### src/rtl/pong_pkg.sv
// rtl/pong_pkg.sv - shared state encoding and default frame timing for the pong match controller
package pong_pkg;

    localparam int STATE_W = 3;

    typedef enum logic [STATE_W-1:0] {
        ST_IDLE  = 3'd0,
        ST_SERVE = 3'd1,
        ST_PLAY  = 3'd2,
        ST_POINT = 3'd3,
        ST_OVER  = 3'd4
    } state_t;

    localparam int SCORE_W_D      = 4;
    localparam int WIN_SCORE_D    = 9;
    localparam int SERVE_FRAMES_D = 60;
    localparam int POINT_FRAMES_D = 30;
    localparam int OVER_FRAMES_D  = 180;

    function automatic int max3(input int a, input int b, input int c);
        int m;
        m = (a > b) ? a : b;
        return (m > c) ? m : c;
    endfunction

endpackage

### src/rtl/pong_game_ctrl_if.sv
// rtl/pong_game_ctrl_if.sv - signal bundle between the pong datapath side and the match controller
interface pong_game_ctrl_if #(
    parameter int SCORE_W = 4
);
    logic               vsync;
    logic               start;
    logic               miss_left;
    logic               miss_right;
    logic               ball_run;
    logic               ball_centre;
    logic               serve_dir;
    logic [SCORE_W-1:0] score1;
    logic [SCORE_W-1:0] score2;
    logic               game_over;
    logic               winner;
    logic [2:0]         state;

    modport master (
        output vsync, start, miss_left, miss_right,
        input  ball_run, ball_centre, serve_dir, score1, score2, game_over, winner, state
    );

    modport slave (
        input  vsync, start, miss_left, miss_right,
        output ball_run, ball_centre, serve_dir, score1, score2, game_over, winner, state
    );
endinterface

### src/rtl/pong_frame_timer.sv
// rtl/pong_frame_timer.sv - vsync rising-edge tick and clearable frame counter with done at the last frame
module pong_frame_timer #(
    parameter int CNT_W = 8
) (
    input  logic             clk,
    input  logic             rst_n,
    input  logic             i_vsync,
    input  logic             i_clear,
    input  logic [CNT_W-1:0] i_last,
    output logic             o_tick,
    output logic             o_done
);
    logic             r_vsync_q;
    logic [CNT_W-1:0] r_cnt;

    assign o_tick = i_vsync & ~r_vsync_q;
    assign o_done = o_tick & (r_cnt == i_last);

    // vsync delay for edge detect; counter restarts on every state change
    always_ff @(posedge clk or negedge rst_n) begin
        if (!rst_n) begin
            r_vsync_q <= 1'b0;
            r_cnt     <= '0;
        end else begin
            r_vsync_q <= i_vsync;
            if (i_clear)
                r_cnt <= '0;
            else if (o_tick)
                r_cnt <= r_cnt + CNT_W'(1);
        end
    end
endmodule

### src/rtl/pong_game_ctrl.sv
// rtl/pong_game_ctrl.sv - pong match FSM, scores and ball gating; PONG_ATTRACT_EN enables an attract demo in IDLE
module pong_game_ctrl
    import pong_pkg::*;
#(
    parameter int SCORE_W      = SCORE_W_D,
    parameter int WIN_SCORE    = WIN_SCORE_D,
    parameter int SERVE_FRAMES = SERVE_FRAMES_D,
    parameter int POINT_FRAMES = POINT_FRAMES_D,
    parameter int OVER_FRAMES  = OVER_FRAMES_D
) (
    input logic clk,
    input logic rst_n,
    pong_game_ctrl_if.slave bus
);
    localparam int CNT_W = $clog2(max3(SERVE_FRAMES, POINT_FRAMES, OVER_FRAMES) + 1);
    localparam logic [CNT_W-1:0]   SERVE_LAST = CNT_W'(SERVE_FRAMES - 1);
    localparam logic [CNT_W-1:0]   POINT_LAST = CNT_W'(POINT_FRAMES - 1);
    localparam logic [CNT_W-1:0]   OVER_LAST  = CNT_W'(OVER_FRAMES - 1);
    localparam logic [SCORE_W-1:0] WIN_VAL    = SCORE_W'(WIN_SCORE);

    state_t             r_state, w_nxt;
    logic [SCORE_W-1:0] r_score1, r_score2, w_score1, w_score2;
    logic               r_serve_dir, w_serve_dir;
    logic               r_winner, w_winner;
    logic               r_over_ok, w_over_ok;
    logic               r_ball_run, r_ball_centre, r_game_over;
    logic               w_ball_run, w_ball_centre, w_game_over;
    logic               w_clear, w_tick, w_done;
    logic [CNT_W-1:0]   w_last;

    pong_frame_timer #(.CNT_W(CNT_W)) u_timer (
        .clk     (clk),
        .rst_n   (rst_n),
        .i_vsync (bus.vsync),
        .i_clear (w_clear),
        .i_last  (w_last),
        .o_tick  (w_tick),
        .o_done  (w_done)
    );

    // frame count that ends the current timed state
    always_comb begin
        w_last = '0;
        case (r_state)
            ST_SERVE: w_last = SERVE_LAST;
            ST_POINT: w_last = POINT_LAST;
            ST_OVER:  w_last = OVER_LAST;
            default:  w_last = '0;
        endcase
    end

    // next state, next scores and next Moore outputs derived from the next state
    always_comb begin
        w_nxt       = r_state;
        w_score1    = r_score1;
        w_score2    = r_score2;
        w_serve_dir = r_serve_dir;
        w_winner    = r_winner;
        w_over_ok   = r_over_ok;
        case (r_state)
            ST_IDLE: begin
                if (bus.start) begin
                    w_nxt       = ST_SERVE;
                    w_score1    = '0;
                    w_score2    = '0;
                    w_serve_dir = 1'b1;
                end
`ifdef PONG_ATTRACT_EN
                else if (bus.miss_left | bus.miss_right) begin
                    w_serve_dir = ~r_serve_dir;
                end
`endif
            end
            ST_SERVE: begin
                if (w_done) w_nxt = ST_PLAY;
            end
            ST_PLAY: begin
                // simultaneous misses are a replay: no score, direction kept
                if (bus.miss_left && bus.miss_right) begin
                    w_nxt = ST_POINT;
                end else if (bus.miss_left) begin
                    w_nxt       = ST_POINT;
                    w_score2    = r_score2 + SCORE_W'(1);
                    w_serve_dir = 1'b0;
                end else if (bus.miss_right) begin
                    w_nxt       = ST_POINT;
                    w_score1    = r_score1 + SCORE_W'(1);
                    w_serve_dir = 1'b1;
                end
            end
            ST_POINT: begin
                if (w_done) begin
                    if (r_score1 == WIN_VAL || r_score2 == WIN_VAL) begin
                        w_nxt    = ST_OVER;
                        w_winner = (r_score2 == WIN_VAL);
                    end else begin
                        w_nxt = ST_SERVE;
                    end
                end
            end
            ST_OVER: begin
                if (w_done) w_over_ok = 1'b1;
                if (bus.start && (r_over_ok || w_done)) begin
                    w_nxt       = ST_SERVE;
                    w_score1    = '0;
                    w_score2    = '0;
                    w_serve_dir = 1'b1;
                end
            end
            default: w_nxt = ST_IDLE;
        endcase

        if (w_nxt != r_state) w_over_ok = 1'b0;
        w_clear = (w_nxt != r_state);

        w_game_over = (w_nxt == ST_OVER);
`ifdef PONG_ATTRACT_EN
        w_ball_run    = (w_nxt == ST_PLAY) || (w_nxt == ST_IDLE);
        w_ball_centre = (w_nxt == ST_SERVE) || (w_nxt == ST_OVER);
`else
        w_ball_run    = (w_nxt == ST_PLAY);
        w_ball_centre = (w_nxt == ST_IDLE) || (w_nxt == ST_SERVE) || (w_nxt == ST_OVER);
`endif
    end

    // state, score and output registers
    always_ff @(posedge clk or negedge rst_n) begin
        if (!rst_n) begin
            r_state       <= ST_IDLE;
            r_score1      <= '0;
            r_score2      <= '0;
            r_serve_dir   <= 1'b1;
            r_winner      <= 1'b0;
            r_over_ok     <= 1'b0;
            r_ball_run    <= 1'b0;
            r_ball_centre <= 1'b1;
            r_game_over   <= 1'b0;
        end else begin
            r_state       <= w_nxt;
            r_score1      <= w_score1;
            r_score2      <= w_score2;
            r_serve_dir   <= w_serve_dir;
            r_winner      <= w_winner;
            r_over_ok     <= w_over_ok;
            r_ball_run    <= w_ball_run;
            r_ball_centre <= w_ball_centre;
            r_game_over   <= w_game_over;
        end
    end

    assign bus.state       = r_state;
    assign bus.score1      = r_score1;
    assign bus.score2      = r_score2;
    assign bus.serve_dir   = r_serve_dir;
    assign bus.winner      = r_winner;
    assign bus.ball_run    = r_ball_run;
    assign bus.ball_centre = r_ball_centre;
    assign bus.game_over   = r_game_over;

    logic w_unused;
    assign w_unused = w_tick;
endmodule

### src/flat_wrapper.sv
// flat-port wrapper written by rule: the top's interface ports become plain ports
module pong_game_ctrl_flat import pong_pkg::*;
#(
    parameter int SCORE_W      = SCORE_W_D,
    parameter int WIN_SCORE    = WIN_SCORE_D,
    parameter int SERVE_FRAMES = SERVE_FRAMES_D,
    parameter int POINT_FRAMES = POINT_FRAMES_D,
    parameter int OVER_FRAMES  = OVER_FRAMES_D
)
  (clk, rst_n, bus_vsync, bus_start, bus_miss_left, bus_miss_right, bus_ball_run, bus_ball_centre, bus_serve_dir, bus_score1, bus_score2, bus_game_over, bus_winner, bus_state);
  pong_game_ctrl_if #(.SCORE_W(SCORE_W)) bus_i ();
  input logic clk;
  input logic rst_n;
  input wire logic [$bits(bus_i.vsync)-1:0] bus_vsync;
  input wire logic [$bits(bus_i.start)-1:0] bus_start;
  input wire logic [$bits(bus_i.miss_left)-1:0] bus_miss_left;
  input wire logic [$bits(bus_i.miss_right)-1:0] bus_miss_right;
  output wire logic [$bits(bus_i.ball_run)-1:0] bus_ball_run;
  output wire logic [$bits(bus_i.ball_centre)-1:0] bus_ball_centre;
  output wire logic [$bits(bus_i.serve_dir)-1:0] bus_serve_dir;
  output wire logic [$bits(bus_i.score1)-1:0] bus_score1;
  output wire logic [$bits(bus_i.score2)-1:0] bus_score2;
  output wire logic [$bits(bus_i.game_over)-1:0] bus_game_over;
  output wire logic [$bits(bus_i.winner)-1:0] bus_winner;
  output wire logic [$bits(bus_i.state)-1:0] bus_state;
  assign bus_i.vsync = bus_vsync;
  assign bus_i.start = bus_start;
  assign bus_i.miss_left = bus_miss_left;
  assign bus_i.miss_right = bus_miss_right;
  assign bus_ball_run = bus_i.ball_run;
  assign bus_ball_centre = bus_i.ball_centre;
  assign bus_serve_dir = bus_i.serve_dir;
  assign bus_score1 = bus_i.score1;
  assign bus_score2 = bus_i.score2;
  assign bus_game_over = bus_i.game_over;
  assign bus_winner = bus_i.winner;
  assign bus_state = bus_i.state;
  pong_game_ctrl #(.SCORE_W(SCORE_W), .WIN_SCORE(WIN_SCORE), .SERVE_FRAMES(SERVE_FRAMES), .POINT_FRAMES(POINT_FRAMES), .OVER_FRAMES(OVER_FRAMES)) u_core (.clk(clk), .rst_n(rst_n), .bus(bus_i));
endmodule
### config.mk
export PLATFORM = sky130hd
export DESIGN_NAME = pong_game_ctrl_flat
export DESIGN_NICKNAME = d
export VERILOG_FILES = /design/src/rtl/pong_pkg.sv /design/src/rtl/pong_game_ctrl_if.sv /design/src/rtl/pong_frame_timer.sv /design/src/rtl/pong_game_ctrl.sv /design/src/flat_wrapper.sv
export SDC_FILE = /design/constraint.sdc
export NUM_CORES = 1
export LEC_CHECK = 0
export BUFFER_PORTS_ARGS = -buffer_cell sky130_fd_sc_hd__buf_4
export CAP_MARGIN = 20
export CORE_UTILIZATION = 55
export DETAILED_ROUTE_END_ITERATION = 8
export PLACE_DENSITY = 0.88
export SYNTH_ARGS = -nofsm -noshare
export SYNTH_HDL_FRONTEND = slang
export SYNTH_SLANG_ARGS = --single-unit
### constraint.sdc
create_clock -name clk -period 5.4 [get_ports clk]
set_clock_uncertainty 0.15 [all_clocks]
set_input_delay 0.27 -clock clk [delete_from_list [all_inputs] [get_ports clk]]
set_output_delay 0.27 -clock clk [all_outputs]
set_load 0.01 [all_outputs]
# Word level (Yosys, flattened, before mapping)

Cells that the tools add are included.

Bits in registers: 26
Input bits: 6
Word-level logic and storage cells: 82

Bitwise logic cells: 3
Reductions and logical operators: 17
Equal/unequal tests: 18
$add $sub $neg: 3
Muxes and demuxes: 30

Operators by type and width:

| operator            | number |
|---|---|
| $mux 4              | 7 |
| $mux 3              | 8 |
| $pmux 4 s3          | 2 |
| $pmux 8 s3          | 1 |
| $mux 8              | 2 |
| $pmux 3 s5          | 1 |
| $ne 2x2->1 const B  | 5 |
| $reduce_and 5->1    | 2 |
| $eq 3x2->1 const B  | 3 |
| $add 4x1->4 const B | 2 |
| $add 8x1->8 const B | 1 |
| $eq 4x4->1 const B  | 2 |
| $eq 8x8->1          | 1 |
| $mux 1              | 8 |
| $eq 3x1->1 const B  | 2 |
| $eq 3x3->1 const B  | 2 |
| $logic_not 3->1     | 2 |
| $reduce_and 6->1    | 1 |
| $reduce_bool 2->1   | 3 |
| $logic_or 1x1->1    | 4 |
| $ne 3x3->1          | 1 |
| $ne 3x3->1 const B  | 1 |
| $pmux 1 s3          | 1 |
| $reduce_and 3->1    | 1 |
| other kinds (6)     | 8 |

# Longest topological paths before layout

Gate-level depths: netlist of the first run.

Word-level depth: 11
Gate-level depth with buffers: 7
Mapped depth without buffers: 7

# Hierarchy

A second synthesis of the first run with hierarchy kept.

Cells, all modules: 168
Area total of the unflattened synthesis: 1,574.0 um^2

By module, submodules not included:

| module           | times used | area each (um^2) | cells each | seq. area each (um^2) |
|---|---|---|---|---|
| pong_game_ctrl   | 1          | 1,044.8          | 113        | 427.9 |
| pong_frame_timer | 1          | 529.3            | 55         | 225.2 |

# Worst setup path after synthesis of the first run

OpenSTA, ideal clock, no wires.

Path kind: reg-to-reg
Start: register u_core.r_state[2] (netlist: u_core.bus.state[2])
End: register u_core.r_ball_centre (netlist: u_core.bus.ball_centre)
Path buffers: 1
Setup slack: 3,005 ps
Clock period less this slack: 2,395 ps
Stages on the path, launching flop included: 7
Required time: 5,173 ps
Data arrival time: 2,167 ps
Cells stage by stage: dfrtp_1 > buf_4 > xnor2_1 > or3_4 > a2111o_1 > or4_1 > o21a_1

Word-level cells in the longest chain between the ends: 11
Elaborated cells on any way between the ends: 23
Those cells by class: eq/ne (7); mux (9); bitwise (1); reduce/logical (6)

RTL lines:

| item                                                 | line                                       | text |
|---|---|---|
| from (decl)                                          | pong_game_ctrl.sv:21                       | `state_t r_state, w_nxt;` |
| from (signal assigned)                               | pong_game_ctrl.sv:139                      | `r_state <= w_nxt;` |
| $eq 3x3->1 (tied with other cells)                   | pong_game_ctrl.sv:44, pong_game_ctrl.sv:60 |  |
| $pmux 8 s3                                           | pong_game_ctrl.sv:44                       | `case (r_state)` |
| $eq 8x8->1                                           | pong_frame_timer.sv:17                     | `assign o_done = o_tick & (r_cnt == i_last);` |
| $and 1x1->1                                          | pong_frame_timer.sv:17                     |  |
| $logic_or 1x1->1                                     | pong_game_ctrl.sv:103                      | `if (bus.start && (r_over_ok \|\| w_done)) begin` |
| $logic_and 1x1->1                                    | pong_game_ctrl.sv:103                      |  |
| $mux 3                                               | pong_game_ctrl.sv:103                      |  |
| $pmux 3 s5 (*)                                       | pong_game_ctrl.sv:60                       | `case (r_state)` |
| $eq 3x1->1 / $logic_not 3->1 (equally long branches) | pong_game_ctrl.sv:122                      | `w_ball_centre = (w_nxt == ST_IDLE) \|\| (w_nxt == ST_SERVE) \|\| (w_nxt == ST_OVER);` |
| $logic_or 1x1->1                                     | pong_game_ctrl.sv:122                      |  |
| $logic_or 1x1->1 (*)                                 | pong_game_ctrl.sv:122                      |  |
| named net u_core.w_ball_centre                       | pong_game_ctrl.sv:27                       | `logic w_ball_run, w_ball_centre, w_game_over;` |
| to (signal assigned)                                 | pong_game_ctrl.sv:146                      | `r_ball_centre <= w_ball_centre;` |
| to (decl)                                            | pong_game_ctrl.sv:26                       | `logic r_ball_run, r_ball_centre, r_game_over;` |

The timed path passes the listed nets; every way through them passes the cells marked *.
A chain may end at the register's enable or synchronous reset.

# Worst setup path in the final report of the first run

Start: register u_core.r_state[0] (netlist: u_core.bus.state[0])
End: register u_core.r_score2[0] (netlist: u_core.bus.score2[0])

Word-level cells in the longest chain between the ends: 8
Elaborated cells on any way between the ends: 17
Those cells by class: eq/ne (9); mux (2); bitwise (1); reduce/logical (5)

RTL lines:

| item                               | line                                       | text |
|---|---|---|
| $eq 3x3->1 (tied with other cells) | pong_game_ctrl.sv:44, pong_game_ctrl.sv:60 |  |
| $pmux 8 s3                         | pong_game_ctrl.sv:44                       |  |
| $eq 8x8->1                         | pong_frame_timer.sv:17                     |  |
| $and 1x1->1                        | pong_frame_timer.sv:17                     |  |
| $logic_or 1x1->1                   | pong_game_ctrl.sv:103                      |  |
| $logic_and 1x1->1                  | pong_game_ctrl.sv:103                      |  |
| $ne 2x1->1 (no line)               | --                                         |  |
| $reduce_and 5->1 (no line)         | --                                         |  |
| to (signal assigned)               | pong_game_ctrl.sv:141                      | `r_score2 <= w_score2;` |
| to (decl)                          | pong_game_ctrl.sv:22                       | `logic [SCORE_W-1:0] r_score1, r_score2, w_score1, w_score2;` |

Parallel ways exist; a longest one is shown, timed or not.

==> results.md, run 1 <==
- Final-stage net count: 209
- PortBufs: 21
- EDFF count, synth: 0
- Most common flop cell mapped by yosys: dfrtp_1
- Setup violators final: 0
- P per Cell Area: 282.6 nW/um^2
- Sw Ratio: around 38%
- Die Y: 56.45 um
- Pwr Total: 524.3 uW
- Combinational share of power: 31.7%
- Slew Limit Fails: 0
- Fillers: 218
- CTS tree: yes
- Seq cells post-synth: 26
- Unrepaired setup endpoints after global routing: false
- Design area: 1856 sq um
- WL final: 3742 um
- Boundary Pins: 22
- Fin worst setup slack: between 2 and 3 ns
- Pre-CTS WS: 2.692 ns
- Top-count cell post-synth: dfrtp_1
- Seq/Total Area, Yosys: 40.06%
- Hpwl dp: 2731 um
- Worst Hold Class: in2reg
- Clk buf depth: 2
- # clock sinks: 26
- Crit share post-route: 51.10%
- Power Internal: 325.5 uW
- Fin. Hold Viols: 0
- Multiplexer share of the synthesized area: 0.6140%
- Chip width: 56.45 um
- Final Wtd Congestion: around 0.87
- Post-Syn Instances: 176
- Post-synth top cells: dfrtp_1, nor3_1, nand2_1
- Clock network power share: about a fifth
- CP Launch Point: u_core.bus.state[0]
- Startpoint types: flip-flop
- Synth Area in Compound Gates: 20.26%
- Xor/xnor share of the synthesized area: just under 5%
- Drt pass-1 iters: 4
- Via count: 1,459
- Status: complete, no violations
- MaxCap Viol Count: 0
- Part of the power in registers: 49.5%
- Setup_tns: 0 ns
- Crit Path Max Fanout: 16
- Rel. slew slack: a little under half
- Clock Latency Late Sink: between 0.3 and 0.4 ns
- Setup Buffers After CTS: 0
- WP data required: 5.47 ns
- Clock root cell: clkbuf_4
- Peak supply drop: 218.8 uV
- Dpl cell area: about 1800 sq um
- Main combinational cell family by area after synthesis: simple AND/OR/NAND/NOR gates
- First-pass GRT wire length: about 6400 um
- Ant diodes: 0
- Setup CP Type: reg2reg
- Yosys top cell area share: 36.84%
- Avg WL per Cell: 16.41 um
- Synth top area cells: dfrtp_1, nor3_1, a211o_1, ha_1, and3_1
- Max Freq: 0.3624 GHz
- Initial antenna violation count: 0
- Clock slew at reported path FFs: 0.14 ns
- Starting density of the core: 58.61%
- Layout Utilization: approximately two thirds
- Post-route ant nets: 0
- Tmin final: about 2.8 ns
- Multi-input logic area: 930.9 sq um
- Hold path cells: 3
- Die ar.: 3186 sq um
- Worst hold start: bus_start
- Core Area: around 2800 sq um
- Worst R2R Path Depth: 5
- Syn Area/Cell: 9.263 sq um
- Reg area: 653.1 sq um
- Area growth syn-to-layout: 13.81%
- Yosys warning count: 0
- Clock buffer count from CTS: 3
- Starting DRT DRC Count: 100
- Simple-gate portion of the synthesized area: 27.55%
- Count of different cell masters after synthesis: between 40 and 50
- Remaining Overflow, GRT: 0
- Area leader, netlist: dfrtp_1
- Share of cells above drive strength 1: between 10% and 20%
- Largest net degree at the start of global routing: 27
- Drc violations: 0
- Crit path capture type: flip-flop
- Synthesized area: 1630 sq um
- Reg2Reg Launch Point: u_core.bus.state[0]
- CP arrival: between 2 and 3 ns
- Rows: 19
- Synth async-reset ratio: 100.0%
- Measured slew at the worst slew-check pin: 0.8083 ns
- Synth Area in Adders: 3.837%
- DR vias/cell: 6.399
- Vias in the first global route: 1,460
- Post-Syn Nets: 187
- Htree depth: 1
- Leakage power: 0.0008785 uW
- Net switching power: just under 200 uW
- Gr usage total: 25.04%
power groups by stage:
stage          Combinational, uW  Sequential, uW  Clock [uW]
3_3_place_gp                 158             257           0
3_5_place_dp                 165             262           0
2_1_floorplan                117             250           0
5_1_grt                      184             265         109
4_1_cts                      167             258         101
6_report                     166             260        98.4
registers in the layout, indices dropped and copies added (netlist names):
signal	cells
u_core.u_timer.r_cnt	8
u_core.bus.score1	4
u_core.bus.score2	4
u_core.bus.state	3
u_core.bus.ball_centre	1
u_core.bus.ball_run	1
u_core.bus.game_over	1
u_core.bus.serve_dir	1
u_core.bus.winner	1
u_core.r_over_ok	1
u_core.u_timer.r_vsync_q	1
worst max-delay path, stage by stage (launching register included):
cell       delay (ns)
dfrtp_1          0.71
xnor2_1          0.18
or3_4            0.41
a2111oi_4        0.43
a31oi_1          0.38
a211o_1          0.39
per-layer routing:
layer / vias to the layer above / track usage [%] / wire length [um]
met5: - / 0 / 0
met4: 0 / 9.408 / 55
met3: 7 / 2.304 / 155
met2: 49 / 42.86 / 1877
met1: 706 / 32.74 / 1654
li1: 697 / - / -
what timing repair did:
item	CTS	global route
hold buffers	2	0
endpoints found under the hold margin	27	0
resized for setup	0	0
stage by stage:
step | cells | hold WS (ns)
2_1_floorplan | 176 | -0.1756
3_3_place_gp | 222 | 0.04021
3_5_place_dp | 222 | 0.04369
4_1_cts | 228 | 0.08420
5_1_grt | 228 | 0.09253
6_report | 228 | 0.09465
path summary, 6_finish.rpt:
check | to | slack (ns)
hold / removal | u_core.bus.state[0] | 0.09
hold reg to reg | u_core.bus.serve_dir | 0.41
max in group asynchronous | u_core.bus.ball_centre | 4.58
setup reg to reg | u_core.bus.score2[0] | 2.64
setup / recovery | u_core.bus.score2[0] | 2.64
min in group asynchronous | u_core.u_timer.r_cnt[7] | 0.22
cells in the final DEF, fill, tap and decap left out, drive strengths merged, types with 2 or more instances in the layout:
| cell | n |
|---|---|
| a2111oi | 2 |
| a211o | 9 |
| a211oi | 2 |
| a21o | 2 |
| a21oi | 4 |
| a31oi | 3 |
| and3 | 9 |
| and4 | 2 |
| buf | 21 |
| clkbuf | 4 |
| dfrtp | 24 |
| dfstp | 2 |
| dlygate4sd3 | 2 |
| ha | 5 |
| inv | 5 |
| nand2 | 14 |
| nand2b | 4 |
| nand3 | 3 |
| nand3b | 2 |
| nand4 | 4 |
| nor2 | 12 |
| nor2b | 3 |
| nor3 | 20 |
| nor3b | 3 |
| o21ai | 8 |
| o31ai | 3 |
| o32ai | 2 |
| or3 | 2 |
| xnor2 | 6 |
| xor2 | 3 |
final cells by class:
class,instances,share of cell area [%]
multi-input cells,139,50.17
flip-flops and latches,26,35.20
repair buffers,23,9.575
well taps,31,2.090
clock buffers,4,1.955
inverters,5,1.011
kinds of logic after synthesis:
kind of cell,after synthesis
compound gates,41
simple gates,83
flops,26
xor+xnor,9
fa+ha+maj,5
mux,1
buf+inv,11
(Power assumes the default switching activity.)
==> run 2, diff against run 1 <==
Clock period 5.4 ns to 2.8 ns, I/O delays scaled along.
==> run 2 against run 1 <==
Net effect:
- core utilization rose by 1.2 points
- critical path depth unchanged
- cell area is 1.8% higher
- final cell count is 1.8% higher
- clock power up 94%
- die area unchanged
- power increased by 96%
- largest power group unchanged
==> results.md, run 2 (synthesis gave the netlist of run 1 again) <==
- Status: complete, no violations (unchanged)
- Drc violations: 0 (unchanged)
- Worst path max stage delay: 0.67 ns (was 0.71 ns)
- Rel. slew slack: 45.75% (was 45.86%)
- Final Wtd Congestion: 0.9356 (was 0.8719)
- Measured slew at the worst slew-check pin: 0.8100 ns (was 0.8083 ns)
- CP arrival: 2.72 ns (was 2.83 ns)
- Chip width: 56.45 um (unchanged)
- Hpwl dp: 2917 um (was 2731 um)
- Crit Path Max Fanout: 8 (was 16)
- R2r setup slk: 0.14 ns (was 2.64 ns)
- Share of cells above drive strength 1: 17.41% (was 16.24%)
- Tmin final: 2.664 ns (was 2.759 ns)
- Max Freq: 0.3754 GHz (was 0.3624 GHz)
- Largest net degree at the start of global routing: 27 (unchanged)
- Setup Buffers After CTS: 0 (unchanged)
- Die Y: 56.45 um (unchanged)
- Fin worst setup slack: 0.1364 ns (was 2.641 ns)
- Pre-CTS WS: 0.2918 ns (was 2.692 ns)
- Dpl cell area: 1822 sq um (was 1799 sq um)
- Startpoint types: flip-flop (unchanged)
- Unrepaired setup endpoints after global routing: false (unchanged)
- Area growth syn-to-layout: 15.81% (was 13.81%)
- Slew Limit Fails: 0 (unchanged)
- Initial antenna violation count: 0 (unchanged)
- Rows: 19 (unchanged)
- Boundary Pins: 22 (unchanged)
- Worst R2R Path Depth: 5 (unchanged)
- Clock Latency Late Sink: 0.33 ns (was 0.32 ns)
- Leakage power: 0.0008978 uW (was 0.0008785 uW)
- Ant diodes: 0 (unchanged)
- Final-stage net count: 213 (was 209)
- Critical path cell sequence: or2_2 -> a2111oi_0 -> or3_1 -> a31oi_1 -> a211o_1 (was xnor2_1 -> or3_4 -> a2111oi_4 -> a31oi_1 -> a211o_1)
- Starting DRT DRC Count: 163 (was 100)
- Reg2Reg Launch Point: u_core.u_timer.r_cnt[4] (was u_core.bus.state[0])
- Core Area: 2781 sq um (unchanged)
- Post_cts resized: 0 (unchanged)
- Remaining Overflow, GRT: 0 (unchanged)
- Worst Hold Class: in2reg (unchanged)
- FF-to-FF End: u_core.bus.score2[1] (was u_core.bus.score2[0])
- Htree depth: 1 (unchanged)
- # clock sinks: 26 (unchanged)
- CP bufs+invs: 0 (unchanged)
- Vias in the first global route: 1,455 (was 1,460)
- Clock slew at reported path FFs: 0.15 ns (was 0.14 ns)
- Setup CP Type: reg2reg (unchanged)
- Clock root cell: clkbuf_4 (unchanged)
- WP data required: 2.86 ns (was 5.47 ns)
- Post-route ant nets: 0 (unchanged)
- Setup_tns: 0 ns (unchanged)
- Crit share post-route: 95.13% (was 51.10%)
- CTS tree: yes (unchanged)
- Starting density of the core: 58.61% (unchanged)
- Drt pass-1 iters: 5 (was 4)
- Die ar.: 3186 sq um (unchanged)
- Peak supply drop: 509.4 uV (was 218.8 uV)
- DR vias/cell: 6.509 (was 6.399)
- Critical Path Sink: u_core.bus.score2[1] (was u_core.bus.score2[0])
- Most frequent cells in the layout: buf_4, dfrtp_1, nor3_1 (was dfrtp_1, buf_4, nor3_1)
- Max reg flops: 8 (unchanged)
- P per Cell Area: 544.1 nW/um^2 (was 282.6 nW/um^2)
- Gr usage total: 26.17% (was 25.04%)
- Avg WL per Cell: 17.06 um (was 16.41 um)
- First-pass GRT wire length: 6693 um (was 6396 um)
- WL final: 3958 um (was 3742 um)
- Worst path slowest cell: a2111oi_0 (was dfrtp_1)
- Delay-heaviest family, CP: compound AO/OA/AOI/OAI gates (unchanged)
- Via count: 1,510 (was 1,459)
- Setup violators final: 0 (unchanged)
- Stages on worst setup path: 5 (unchanged)
- Clk buf depth: 2 (unchanged)
- Fin. Hold Viols: 0 (unchanged)
- PortBufs: 21 (unchanged)
- Clock buffer count from CTS: 3 (unchanged)
- MaxCap Viol Count: 0 (unchanged)
- Design area: 1888 sq um (was 1856 sq um)
- Crit path capture type: flip-flop (unchanged)
- Top reg by flops: u_core.u_timer.r_cnt (unchanged)
- CP Launch Point: u_core.u_timer.r_cnt[4] (was u_core.bus.state[0])
==> run 2: routing by layer <==
metal / up-vias / global-route usage, % / routed length [um]
li1: 714 / - / -
met1: 724 / 38.05 / 1799
met2: 66 / 40.17 / 1894
met3: 6 / 3.687 / 235
met4: 0 / 8.711 / 28
met5: - / 0 / 0
==> run 2: worst reg2reg max path, stage by stage (launching register included) <==
cell and delay (ns):
dfrtp_1 0.50, or2_2 0.30, a2111oi_0 0.67, or3_1 0.26, a31oi_1 0.30, a211o_1 0.39
==> run 2: worst min path at each step <==
stage,from,end,cells after the start
global placement,rst_n,u_core.u_timer.r_cnt[7],1
detailed placement,rst_n,u_core.u_timer.r_cnt[4],1
floorplan,rst_n,u_core.bus.ball_run,0
CTS,bus_miss_left,u_core.bus.ball_run,4
global route,bus_miss_left,u_core.bus.ball_run,4
finish,bus_miss_left,u_core.bus.ball_run,4
==> run 2: cell type report <==
cell class	instances	area (sq um)
Timing Repair Buffer	27	210.2
Inverter	5	18.77
Sequential cell	26	653.1
Fill cell	225	893.4
Clock buffer	4	36.28
Tap cell	31	38.79
Multi-Input combinational cell	139	930.9
==> run 2: repair_timing <==
item,4_1_cts,5_1_grt
hold endpoints to repair,28,0
setup endpoints to repair,0,0
hold buffers,3,0
==> run 2: power breakdown <==
part | total, uW | switching [uW] | internal [uW]
combinational | 355 | 213 | 142
sequential | 481 | 65.1 | 416
clock | 191 | 112 | 79.5
total | 1030 | 390 | 637
==> run 2: per-stage QoR <==
| stage | instances | hold WS, ns | power (uW) | utilization (%) |
|---|---|---|---|---|
| 2_1_floorplan | 176 | -0.3056 | 707.3 | - |
| 3_3_place_gp | 225 | -0.08819 | 812.7 | 65.50 |
| 3_5_place_dp | 225 | -0.07938 | 832.4 | 65.50 |
| 4_1_cts | 232 | 0.01698 | 1023 | 67.88 |
| 5_1_grt | 232 | 0.03119 | 1095 | 67.88 |
| 6_report | 232 | 0.03392 | 1027 | 67.88 |
==> run 3, diff against run 2 <==
Settings changed: CORE_MARGIN from default to 4.
==> run 3 against run 2 <==
Net effect:
- flip-flop and latch count is the same
- routed wire length is 3.7% lower
- die area rose by 22%
- final cell count is the same
- clock power grew 37%
- cell area is 0.86% higher
- sequential share of layout area decreased by 0.30 points
- critical path depth unchanged
- hold slack worse by 0.0039 ns
- power increased by 6.6%
==> results.md, run 3 (synthesis gave the netlist of run 1 again) <==
- Hpwl dp: 2799 um (was 2917 um)
- Worst path slowest cell: a31oi_1 (was a2111oi_0)
- First-pass GRT wire length: 6672 um (was 6693 um)
- CTS tree: yes (unchanged)
- Max reg flops: 8 (unchanged)
- Final-stage net count: 213 (unchanged)
- Worst R2R Path Depth: 5 (unchanged)
- Hold buffers post-CTS: 3 (unchanged)
- Delay-heaviest family, CP: compound AO/OA/AOI/OAI gates (unchanged)
- Max Freq: 0.3955 GHz (was 0.3754 GHz)
- FF-to-FF End: u_core.bus.score2[0] (was u_core.bus.score2[1])
- Ant diodes: 0 (unchanged)
- CP bufs+invs: 0 (unchanged)
- Measured slew at the worst slew-check pin: 0.7509 ns (was 0.8100 ns)
- Area growth syn-to-layout: 16.81% (was 15.81%)
- Power Internal: 703.8 uW (was 637.4 uW)
- P per Cell Area: 575.1 nW/um^2 (was 544.1 nW/um^2)
- Peak supply drop: 428.7 uV (was 509.4 uV)
- Critical path cell sequence: nor3b_1 -> and4_1 -> or3_1 -> a31oi_1 -> a211o_1 (was or2_2 -> a2111oi_0 -> or3_1 -> a31oi_1 -> a211o_1)
- Clock buffer count from CTS: 3 (unchanged)
- Fillers: 213 (was 225)
- Top reg by flops: u_core.u_timer.r_cnt (unchanged)
- Remaining Overflow, GRT: 0 (unchanged)
- Htree depth: 1 (unchanged)
- Starting DRT DRC Count: 144 (was 163)
- Setup CP Type: reg2reg (unchanged)
- Clock Latency Late Sink: 0.33 ns (about the same)
- Post_cts resized: 0 (unchanged)
- Worst Hold Class: in2reg (unchanged)
- Post-route insts no fill: 232 (unchanged)
- Vias in the first global route: 1,473 (was 1,455)
- Startpoint types: flip-flop (unchanged)
- Status: complete, no violations (unchanged)
- Tmin final: 2.529 ns (was 2.664 ns)
- Gr usage total: 20.48% (was 26.17%)
- Drt pass-1 iters: 6 (was 5)
- Net switching power: 391.4 uW (was 389.9 uW)
- Pwr Total: 1095 uW (was 1027 uW)
- CP Launch Point: u_core.bus.state[1] (was u_core.u_timer.r_cnt[4])
- Clk buf depth: 2 (unchanged)
- Crit Path Max Fanout: 14 (was 8)
- Reg2Reg Launch Point: u_core.bus.state[1] (was u_core.u_timer.r_cnt[4])
- Rows: 19 (unchanged)
- Most frequent cells in the layout: buf_4, dfrtp_1, nor3_1 (unchanged)
- Largest net degree at the start of global routing: 27 (unchanged)
- Initial antenna violation count: 0 (unchanged)
- PortBufs: 21 (unchanged)
- Boundary Pins: 22 (unchanged)
- Leakage power: 0.0009050 uW (was 0.0008978 uW)
- Core Area: 2805 sq um (was 2781 sq um)
- Die ar.: 3899 sq um (was 3186 sq um)
- # clock sinks: 26 (unchanged)
- Cells after DPL: 225 (unchanged)
- Clock network power share: 23.9% (was 18.6%)
- WP data required: 2.93 ns (was 2.86 ns)
- Post-route ant nets: 0 (unchanged)
- Slew Limit Fails: 0 (unchanged)
- Rel. slew slack: 49.71% (was 45.75%)
- Starting density of the core: 58.12% (was 58.61%)
- R2r setup slk: 0.27 ns (was 0.14 ns)
- Drc violations: 0 (unchanged)
- Unrepaired setup endpoints after global routing: false (unchanged)
- Via count: 1,503 (was 1,510)
- Chip width: 62.45 um (was 56.45 um)
- Clock slew at reported path FFs: 0.15 ns (about the same)
- Combinational share of power: 31.8% (was 34.6%)
- Crit path capture type: flip-flop (unchanged)
- MaxCap Viol Count: 0 (unchanged)
- Setup violators final: 0 (unchanged)
- DR vias/cell: 6.478 (was 6.509)
- Final Wtd Congestion: 0.8798 (was 0.9356)
- Sw Ratio: 35.74% (was 37.96%)
- Share of cells above drive strength 1: 17.41% (unchanged)
- Clock root cell: clkbuf_4 (unchanged)
- WL final: 3813 um (was 3958 um)
- Worst path max stage delay: 0.65 ns (was 0.67 ns)
- Layout Utilization: 67.89% (was 67.88%)
- Crit share post-route: 90.31% (was 95.13%)
- Stages on worst setup path: 5 (unchanged)
- CP arrival: 2.66 ns (was 2.72 ns)
- Critical Path Sink: u_core.bus.score2[0] (was u_core.bus.score2[1])
- Part of the power in registers: 44.3% (was 46.8%)
- Fin. Hold Viols: 0 (unchanged)
- Die Y: 62.45 um (was 56.45 um)
- Setup_tns: 0 ns (unchanged)
- Setup Buffers After CTS: 0 (unchanged)
- Avg WL per Cell: 16.44 um (was 17.06 um)
run 3: how the worst min path moves through the flow:
stage | from | to | slack [ns] | cells past startpoint
2_1_floorplan | rst_n | u_core.bus.ball_run | -0.31 | 0
3_3_place_gp | rst_n | u_core.u_timer.r_cnt[5] | -0.09 | 1
3_5_place_dp | rst_n | u_core.u_timer.r_cnt[5] | -0.08 | 1
4_1_cts | bus_miss_left | u_core.bus.ball_run | 0.02 | 4
5_1_grt | bus_miss_left | u_core.bus.serve_dir | 0.05 | 4
6_report | bus_miss_left | u_core.bus.ball_run | 0.03 | 4
run 3: worst min-delay path, stage by stage:
cell     delay, ns
buf_4         0.12
nor3b_1       0.08
nand2_1       0.06
o41ai_1       0.08
run 3: through the flow:
step	setup WS (ns)	instance area (sq um)	hold slack [ns]
3_5_place_dp	0.3324	1822	-0.08301
3_3_place_gp	0.3934	1822	-0.09061
5_1_grt	0.1374	1904	0.04536
2_1_floorplan	0.4055	1630	-0.3056
6_report	0.2713	1904	0.03002
4_1_cts	0.3081	1904	0.01805
run 3: metal layers:
layer  vias to the layer above  wire length, um  GRT usage (%)  share of wire (%)
li1                        711                -              -                  -
met1                       723             1679          27.28                 44
met2                        63             1839          34.09                 48
met3                         6              261          4.496                6.8
met4                         0               32          4.683               0.84
met5                         -                0              0                  0
run 3: layout make-up:
cell class	count	area, sq um	area share, %
Multi-Input combinational cell	139	930.9	48.88
Sequential cell	26	653.1	34.30
Timing Repair Buffer	27	210.2	11.04
Tap cell	31	38.79	2.037
Clock inverter	1	30.03	1.577
Clock buffer	3	22.52	1.183
Inverter	5	18.77	0.9855
run 3: power groups by stage:
stage / registers (uW) / logic (uW) / clock network, uW
2_1_floorplan: 483 / 225 / 0
5_1_grt: 497 / 385 / 282
3_5_place_dp: 491 / 340 / 0
4_1_cts: 483 / 346 / 266
6_report: 485 / 348 / 262
3_3_place_gp: 486 / 327 / 0
